### src/rtl/sccb_pkg.sv
`timescale 1ns/1ps
// sccb_pkg: shared FSM state type, sizes and R/W bit encoding for the
// SCCB register slave.
package sccb_pkg;

    localparam int unsigned SCCB_BYTE_W    = 8;
    localparam int unsigned SCCB_REG_DEPTH = 256;

    // R/W bit (LSB of the device byte)
    localparam logic RW_WRITE = 1'b0;
    localparam logic RW_READ  = 1'b1;

    typedef enum logic [3:0] {
        IDLE,
        DEV,
        DEV_ACK,
        SUB,
        SUB_ACK,
        WDATA,
        WDATA_ACK,
        RDATA,
        RD_MACK
    } sccb_state_t;

endpackage

### src/rtl/sccb_line_sync.sv
`timescale 1ns/1ps
// sccb_line_sync: brings SCL/SDA into the clk domain and derives SCL edge
// strobes plus START/STOP conditions. Strobes are combinational from the
// second synchronizer stage and its history flop.
module sccb_line_sync (
    input  logic clk,
    input  logic rst,
    input  logic scl,
    input  logic sda_in,
    output logic scl_rise,
    output logic scl_fall,
    output logic start,
    output logic stop,
    output logic sda
);

    logic [1:0] scl_sync;
    logic [1:0] sda_sync;
    logic       scl_d;
    logic       sda_d;

    // Two-flop synchronizers plus one history stage; reset to the idle-bus level.
    always_ff @(posedge clk or posedge rst) begin
        if (rst) begin
            scl_sync <= '1;
            sda_sync <= '1;
            scl_d    <= 1'b1;
            sda_d    <= 1'b1;
        end else begin
            scl_sync <= {scl_sync[0], scl};
            sda_sync <= {sda_sync[0], sda_in};
            scl_d    <= scl_sync[1];
            sda_d    <= sda_sync[1];
        end
    end

    // SCL must be high in both current and previous sample for START/STOP,
    // so a simultaneous SCL/SDA change is never a bus condition.
    always_comb begin
        scl_rise = scl_sync[1] & ~scl_d;
        scl_fall = ~scl_sync[1] & scl_d;
        start    = scl_sync[1] & scl_d & sda_d & ~sda_sync[1];
        stop     = scl_sync[1] & scl_d & ~sda_d & sda_sync[1];
        sda      = sda_sync[1];
    end

endmodule

### src/rtl/sccb_reg_slave.sv
`timescale 1ns/1ps
// sccb_reg_slave: SCCB/I2C responder with a 256 x 8 register file,
// sub-address auto-increment and optional register read-back.
// Define SCCB_SLAVE_READ_EN to build the read path (RDATA/RD_MACK).
module sccb_reg_slave
    import sccb_pkg::*;
#(
    parameter logic [6:0] DEV_ADDR = 7'h60
) (
    input  logic                   clk,
    input  logic                   rst,
    input  logic                   scl,
    input  logic                   sda_in,
    output logic                   sda_oe,
    output logic                   wr_stb,
    output logic [SCCB_BYTE_W-1:0] wr_addr,
    output logic [SCCB_BYTE_W-1:0] wr_data,
    input  logic [SCCB_BYTE_W-1:0] cfg_addr,
    output logic [SCCB_BYTE_W-1:0] cfg_data,
    output logic                   busy
);

    logic scl_rise;
    logic scl_fall;
    logic bus_start;
    logic bus_stop;
    logic sda;

    sccb_line_sync u_sync (
        .clk      (clk),
        .rst      (rst),
        .scl      (scl),
        .sda_in   (sda_in),
        .scl_rise (scl_rise),
        .scl_fall (scl_fall),
        .start    (bus_start),
        .stop     (bus_stop),
        .sda      (sda)
    );

    sccb_state_t            state;
    logic [2:0]             bit_cnt;
    logic [SCCB_BYTE_W-2:0] shift;
    logic [SCCB_BYTE_W-1:0] ptr;
    logic [SCCB_BYTE_W-1:0] next_byte;
    logic [SCCB_BYTE_W-1:0] regs [SCCB_REG_DEPTH];

`ifdef SCCB_SLAVE_READ_EN
    logic                   rw;
    logic [SCCB_BYTE_W-1:0] rd_byte;
`endif

    // Byte completed by the bit being sampled on this SCL rise.
    always_comb begin
        next_byte = {shift, sda};
        cfg_data  = regs[cfg_addr];
`ifdef SCCB_SLAVE_READ_EN
        rd_byte   = regs[ptr];
`endif
    end

    // Register file, written one cycle after the strobe from the registered outputs.
    always_ff @(posedge clk or posedge rst) begin
        if (rst) begin
            for (int unsigned i = 0; i < SCCB_REG_DEPTH; i++) begin
                regs[i] <= '0;
            end
        end else if (wr_stb) begin
            regs[wr_addr] <= wr_data;
        end
    end

    // Protocol FSM with registered bus drive, strobe and busy outputs.
    always_ff @(posedge clk or posedge rst) begin
        if (rst) begin
            state   <= IDLE;
            bit_cnt <= '0;
            shift   <= '0;
            ptr     <= '0;
            sda_oe  <= 1'b0;
            wr_stb  <= 1'b0;
            wr_addr <= '0;
            wr_data <= '0;
            busy    <= 1'b0;
`ifdef SCCB_SLAVE_READ_EN
            rw      <= RW_WRITE;
`endif
        end else begin
            wr_stb <= 1'b0;
            if (bus_start) begin
                state   <= DEV;
                bit_cnt <= '0;
                sda_oe  <= 1'b0;
            end else if (bus_stop) begin
                state   <= IDLE;
                bit_cnt <= '0;
                sda_oe  <= 1'b0;
                busy    <= 1'b0;
            end else begin
                case (state)
                    IDLE: ;

                    DEV, SUB, WDATA: begin
                        if (scl_rise) begin
                            shift   <= next_byte[SCCB_BYTE_W-2:0];
                            bit_cnt <= bit_cnt + 3'd1;
                            if (bit_cnt == 3'd7) begin
                                case (state)
                                    DEV: begin
`ifdef SCCB_SLAVE_READ_EN
                                        if (next_byte[7:1] == DEV_ADDR) begin
                                            rw    <= next_byte[0];
`else
                                        if (next_byte[7:1] == DEV_ADDR && next_byte[0] == RW_WRITE) begin
`endif
                                            state <= DEV_ACK;
                                            busy  <= 1'b1;
                                        end else begin
                                            state <= IDLE;
                                        end
                                    end
                                    SUB: begin
                                        ptr   <= next_byte;
                                        state <= SUB_ACK;
                                    end
                                    default: begin
                                        wr_stb  <= 1'b1;
                                        wr_addr <= ptr;
                                        wr_data <= next_byte;
                                        ptr     <= ptr + 8'd1;
                                        state   <= WDATA_ACK;
                                    end
                                endcase
                            end
                        end
                    end

                    // First SCL fall starts the ACK pulse, the next one ends it.
                    DEV_ACK, SUB_ACK, WDATA_ACK: begin
                        if (scl_fall) begin
                            if (!sda_oe) begin
                                sda_oe <= 1'b1;
                            end else begin
                                sda_oe  <= 1'b0;
                                bit_cnt <= '0;
                                case (state)
                                    DEV_ACK: begin
`ifdef SCCB_SLAVE_READ_EN
                                        // Read MSB goes out on the same fall that ends the ACK.
                                        if (rw == RW_READ) begin
                                            sda_oe <= ~rd_byte[7];
                                            state  <= RDATA;
                                        end else begin
                                            state  <= SUB;
                                        end
`else
                                        state <= SUB;
`endif
                                    end
                                    SUB_ACK:  state <= WDATA;
                                    default:  state <= WDATA;
                                endcase
                            end
                        end
                    end

`ifdef SCCB_SLAVE_READ_EN
                    // bit_cnt counts bits already clocked out; each fall presents the next one.
                    RDATA: begin
                        if (scl_rise) begin
                            bit_cnt <= bit_cnt + 3'd1;
                            if (bit_cnt == 3'd7) begin
                                state <= RD_MACK;
                            end
                        end else if (scl_fall) begin
                            sda_oe <= ~rd_byte[3'd7 - bit_cnt];
                        end
                    end

                    RD_MACK: begin
                        if (scl_fall) begin
                            sda_oe <= 1'b0;
                            ptr    <= ptr + 8'd1;
                        end else if (scl_rise) begin
                            bit_cnt <= '0;
                            state   <= sda ? IDLE : RDATA;
                        end
                    end
`endif

                    default: state <= IDLE;
                endcase
            end
        end
    end

endmodule

### config.mk
export PLATFORM = sky130hd
export DESIGN_NAME = sccb_reg_slave
export DESIGN_NICKNAME = d
export VERILOG_FILES = /design/src/rtl/sccb_pkg.sv /design/src/rtl/sccb_line_sync.sv /design/src/rtl/sccb_reg_slave.sv
export SDC_FILE = /design/constraint.sdc
export NUM_CORES = 2
export LEC_CHECK = 0
export CAP_MARGIN = 10
export CORE_MARGIN = 5
export CORE_UTILIZATION = 58
export DETAILED_ROUTE_END_ITERATION = 10
export GPL_TIMING_DRIVEN = 0
export PLACE_DENSITY_LB_ADDON = 0.08
export SLEW_MARGIN = 20
export SYNTH_ARGS = -nofsm -noshare
export SYNTH_HDL_FRONTEND = slang
export SYNTH_SLANG_ARGS = --single-unit
### constraint.sdc
create_clock -name clk -period 73.9 [get_ports clk]
set_clock_uncertainty 0.2 [all_clocks]
set_input_delay 11.085 -clock clk [delete_from_list [all_inputs] [get_ports clk]]
set_output_delay 11.085 -clock clk [all_outputs]
set_load 0.01 [all_outputs]
==> impl_results.md <==
* Number of antenna violations at the first check in global routing at 36
* Area share of the largest cell type after synthesis at a little over half
* Global routing usage summed across all routing layers at approximately 42%
* Uppermost layer routed: met5
* Pin count of the biggest net entering global routing at around 110
* Number of setup buffers added after CTS at 0
* Master cell of the clock root buffer: sky130_fd_sc_hd__clkbuf_16
* Launch instance of the worst min-delay path: u_sync.scl_sync[0]
* Adder-cell share of the synthesized area at less than 1%
* Worst-case clock buffer depth at 3
* Amount of wire on met2 after detailed routing at 152 mm
* WL per Instance at about 40 um
* Async S/R FF share, synth at 100%
* Startpoint type of the worst setup path: input pin
* Boundary Pins at 39
* Slowest stage cell, crit path: sky130_fd_sc_hd__o21ai_0
* CP Capture Type: output pin
* Crit. path cell count at 10
* Final hold violations at 0
* FP Rows at about 150
* Global-route wire length before repair at 509 mm
* Result of the run: finished, final reports clean
* Met3 WL at roughly 47 mm
* Worst slew margin relative to its limit at about a tenth
* H-tree levels at 4
* List of most frequent post-synthesis cells: sky130_fd_sc_hd__dfrtp_1, sky130_fd_sc_hd__mux2_2, sky130_fd_sc_hd__mux4_2
* Final-report max-slew violation count at 0
* Part of the Yosys area used for sequential elements at between 50% and 60%
* Synthesized area at between 90000 and 100000 um^2
* Worst hold endpoint: u_sync.scl_sync[1]
* Critical path buffers and inverters at 5
* RePlAce Congestion at 1.03
* Clock input transition at the sequential cells of the worst setup and hold paths at about 0.06 ns
* Pre-Repair DR Iteration Count at 7
* FMAX at about 0.035 GHz
* Most area-consuming cells after synthesis: sky130_fd_sc_hd__dfrtp_1, sky130_fd_sc_hd__mux2_2, sky130_fd_sc_hd__mux4_2
* Cells along the critical path: clkdlybuf4s50_1 > buf_2 > buf_2 > buf_2 > mux4_2 > o21ai_0 > nand3_1 > nor3_1 > nor4_2 > clkdlybuf4s50_1
* Sum Neg Setup Slack at 0 ns
* Clock sink count at between 2000 and 2500
* EDFF count, synth at 0
* Worst flop-to-flop path endpoint: regs[1814]
* Proportion of layout cells with a drive suffix above 1 at between 40% and 50%
* DIE AREA at ~170000 um^2
* Final setup violation count at 0
* Iteration-0 DRC count of the detailed router at between 8000 and 9000
* Signed area change from the synthesized netlist to the final layout at 12.0%
* HPWL after DPL at about 260 mm
* Biggest cell delay along the critical path at 1.04 ns
* Commonest register cell after synthesis: sky130_fd_sc_hd__dfrtp_1
* Via count of the routed design at 63600
* Number of buffers created by CTS at 214
* Largest family of logic cells by synthesized area: multiplexers
* Internal reg-to-reg setup slack at between 60 and 70 ns
* Post-layout instance count excluding filler cells at 8974
* Post-route cell area at 107000 um^2
* Area after DPL at around 100000 um^2
* Xor and xnor area share after synthesis at less than 1%
* Post-route ant nets at 0
* Number of instances in the synthesized netlist at between 6000 and 7000
* Crit Path Max Fanout at 10
* Remaining DRCs at 0
* Total routed wirelength at around 370 mm
* Slew at the pin closest to its max-slew limit at around 1.3 ns
* Required time at the worst-slack endpoint at ~63 ns
* Final worst-path cycle share at about 40%
* Starting density of the core at between 50% and 60%
* Clock tree from TritonCTS: yes
* Logic depth of the worst register-to-register path at 5
* Total overflow reported by the global router at 0
* Worst Path Class, Setup: in2out
* Placeable core region at 165000 um^2
* Post-route minimum period at about 29 ns
* Fraction of the mapped netlist area in simple logic gates at under 10%
* Via count of the first global-routing pass at around 63000
* Mean instance size in the synthesized netlist at between 15 and 20 um^2
* Data arrival, critical path at 17.49 ns
* Horizontal extent of the die at between 400 and 500 um
* Number of distinct library cell variants in the gate-level netlist after synthesis at 74
* Setup repair after global routing missed its margin: false
* Cell repeated most along the worst path: sky130_fd_sc_hd__buf_2
* Type of the worst min-delay path: reg2reg
* Cell type with the largest total area after synthesis: sky130_fd_sc_hd__dfrtp_1
* Clock latency on the worst-skew pair at about 0.88 ns
* Worst hold slack after final layout at roughly 0.16 ns
* Compound-Gate Fraction of Synth Area at roughly 3.5%
* Net count after synthesis at approximately 6300
* Worst-case vdd ir drop at between 0.02 and 0.03 mV
* Worst flop-to-flop path startpoint: wr_addr[2]
* Routed met1 length at around 140 mm
* Number of placed instances with taps included at between 8000 and 9000
* Number of I/O port buffers at 37
* Die Y-Extent at approximately 420 um
* Number of fill cells at approximately 12000
* Power density over cell area at ~22 nW/um^2
* Most frequent cell after synthesis: sky130_fd_sc_hd__dfrtp_1
* Vias per inst at 7.09
* Post-CTS sizing at 0
* Number of nets in the layout at between 6000 and 7000
* Cell class contributing the biggest share of worst-path delay: buffers and inverters
* Post-synthesis sequential element count at 2094
* Mux contribution to synthesized area at 36.1%
* Hold bufs inserted after CTS at 0
* Max-cap viol count at 0
* Hold Path Stages at 0
* Synth warnings at 0
* Leakage power total at 51.0 nW
-- worst max path at each step --
stage,to,slack (ns),from
2_1_floorplan,bit_cnt[0],3.47,rst
3_3_place_gp,regs[258],-18.69,rst
3_5_place_dp,cfg_data[3],45.65,cfg_addr[1]
4_1_cts,cfg_data[3],45.63,cfg_addr[1]
5_1_grt,cfg_data[2],45.56,cfg_addr[1]
6_report,cfg_data[2],45.13,cfg_addr[1]
-- logic make-up after synthesis --
| group | Yosys count |
|---|---|
| mux | 2671 |
| simple gates | 554 |
| xor+xnor | 2 |
| flops | 2094 |
| compound gates | 475 |
| buf+inv | 484 |
| fa+ha+maj | 3 |
-- state kept, by name (all words and copies together), names as in the netlist --
name and cells:
busy 1, wr_data 8, regs 2048, u_sync.sda_sync 2, bit_cnt 3, u_sync.scl_sync 2
wr_addr 8, u_sync.sda_d 1, sda_oe 1, wr_stb 1, shift 7, state 3
ptr 8, u_sync.scl_d 1
-- stage by stage --
step / setup WS, ns / power [mW] / util (%)
2_1_floorplan: 3.47 / 1.23 / -
3_3_place_gp: -18.69 / 1.29 / 60.1
3_5_place_dp: 45.65 / 1.29 / 60.8
4_1_cts: 45.63 / 2.38 / 65.1
6_report: 45.13 / 2.38 / 65.2
5_1_grt: 45.56 / 2.43 / 65.2
-- cell type report --
| cell class | count | area [um^2] | area share [%] |
|---|---|---|---|
| clock buffer | 347 | 6660 | 6.20 |
| multi-input combinational | 3705 | 40900 | 38.1 |
| buffer | 476 | 2560 | 2.39 |
| antenna | 24 | 60.1 | 0.0560 |
| sequential | 2094 | 52400 | 48.8 |
| timing repair buffer | 87 | 1490 | 1.39 |
| clock inverter | 44 | 460 | 0.429 |
| tap | 2189 | 2740 | 2.55 |
| inverter | 8 | 37.5 | 0.0350 |
-- where the power goes --
part	total [mW]	switching (mW)	internal (mW)
registers	1.15	0.000812	1.15
clock network	1.11	0.475	0.636
logic	0.125	0.0977	0.0271
-- layout by cell type, fill, tap and decap left out, drive strengths merged, types with 7 or more instances in the layout --
cell           Yosys  routed
a22oi            151     151
dfrtp           2088    2088
a22o              25      25
clkinv             0      32
nor4              27      27
and2               8       8
a21oi             99      99
mux2i            189     189
nand3             29      29
o21ai             33      33
and3               8       8
o22ai             50      50
a31oi              8       8
nand3b             9       9
mux4             416     416
mux2            2066    2066
nor3              44      44
a221oi            20      20
clkbuf           303     651
nand2b            15      15
nor2b             16      16
nor2             199     199
inv                8      12
bufinv             0       7
o221ai            33      33
a211oi            16      16
clkdlybuf4s50      0      37
buf              173     222
nand2            168     168
diode              0      24
-- routing by layer --
metal	GRT usage [%]	vias up
met1	55.7	34300
li1	-	24200
met5	0.445	-
met2	57.7	4066
met3	16.9	1138
met4	29.8	12
Power figures use the tool's default switching activity.
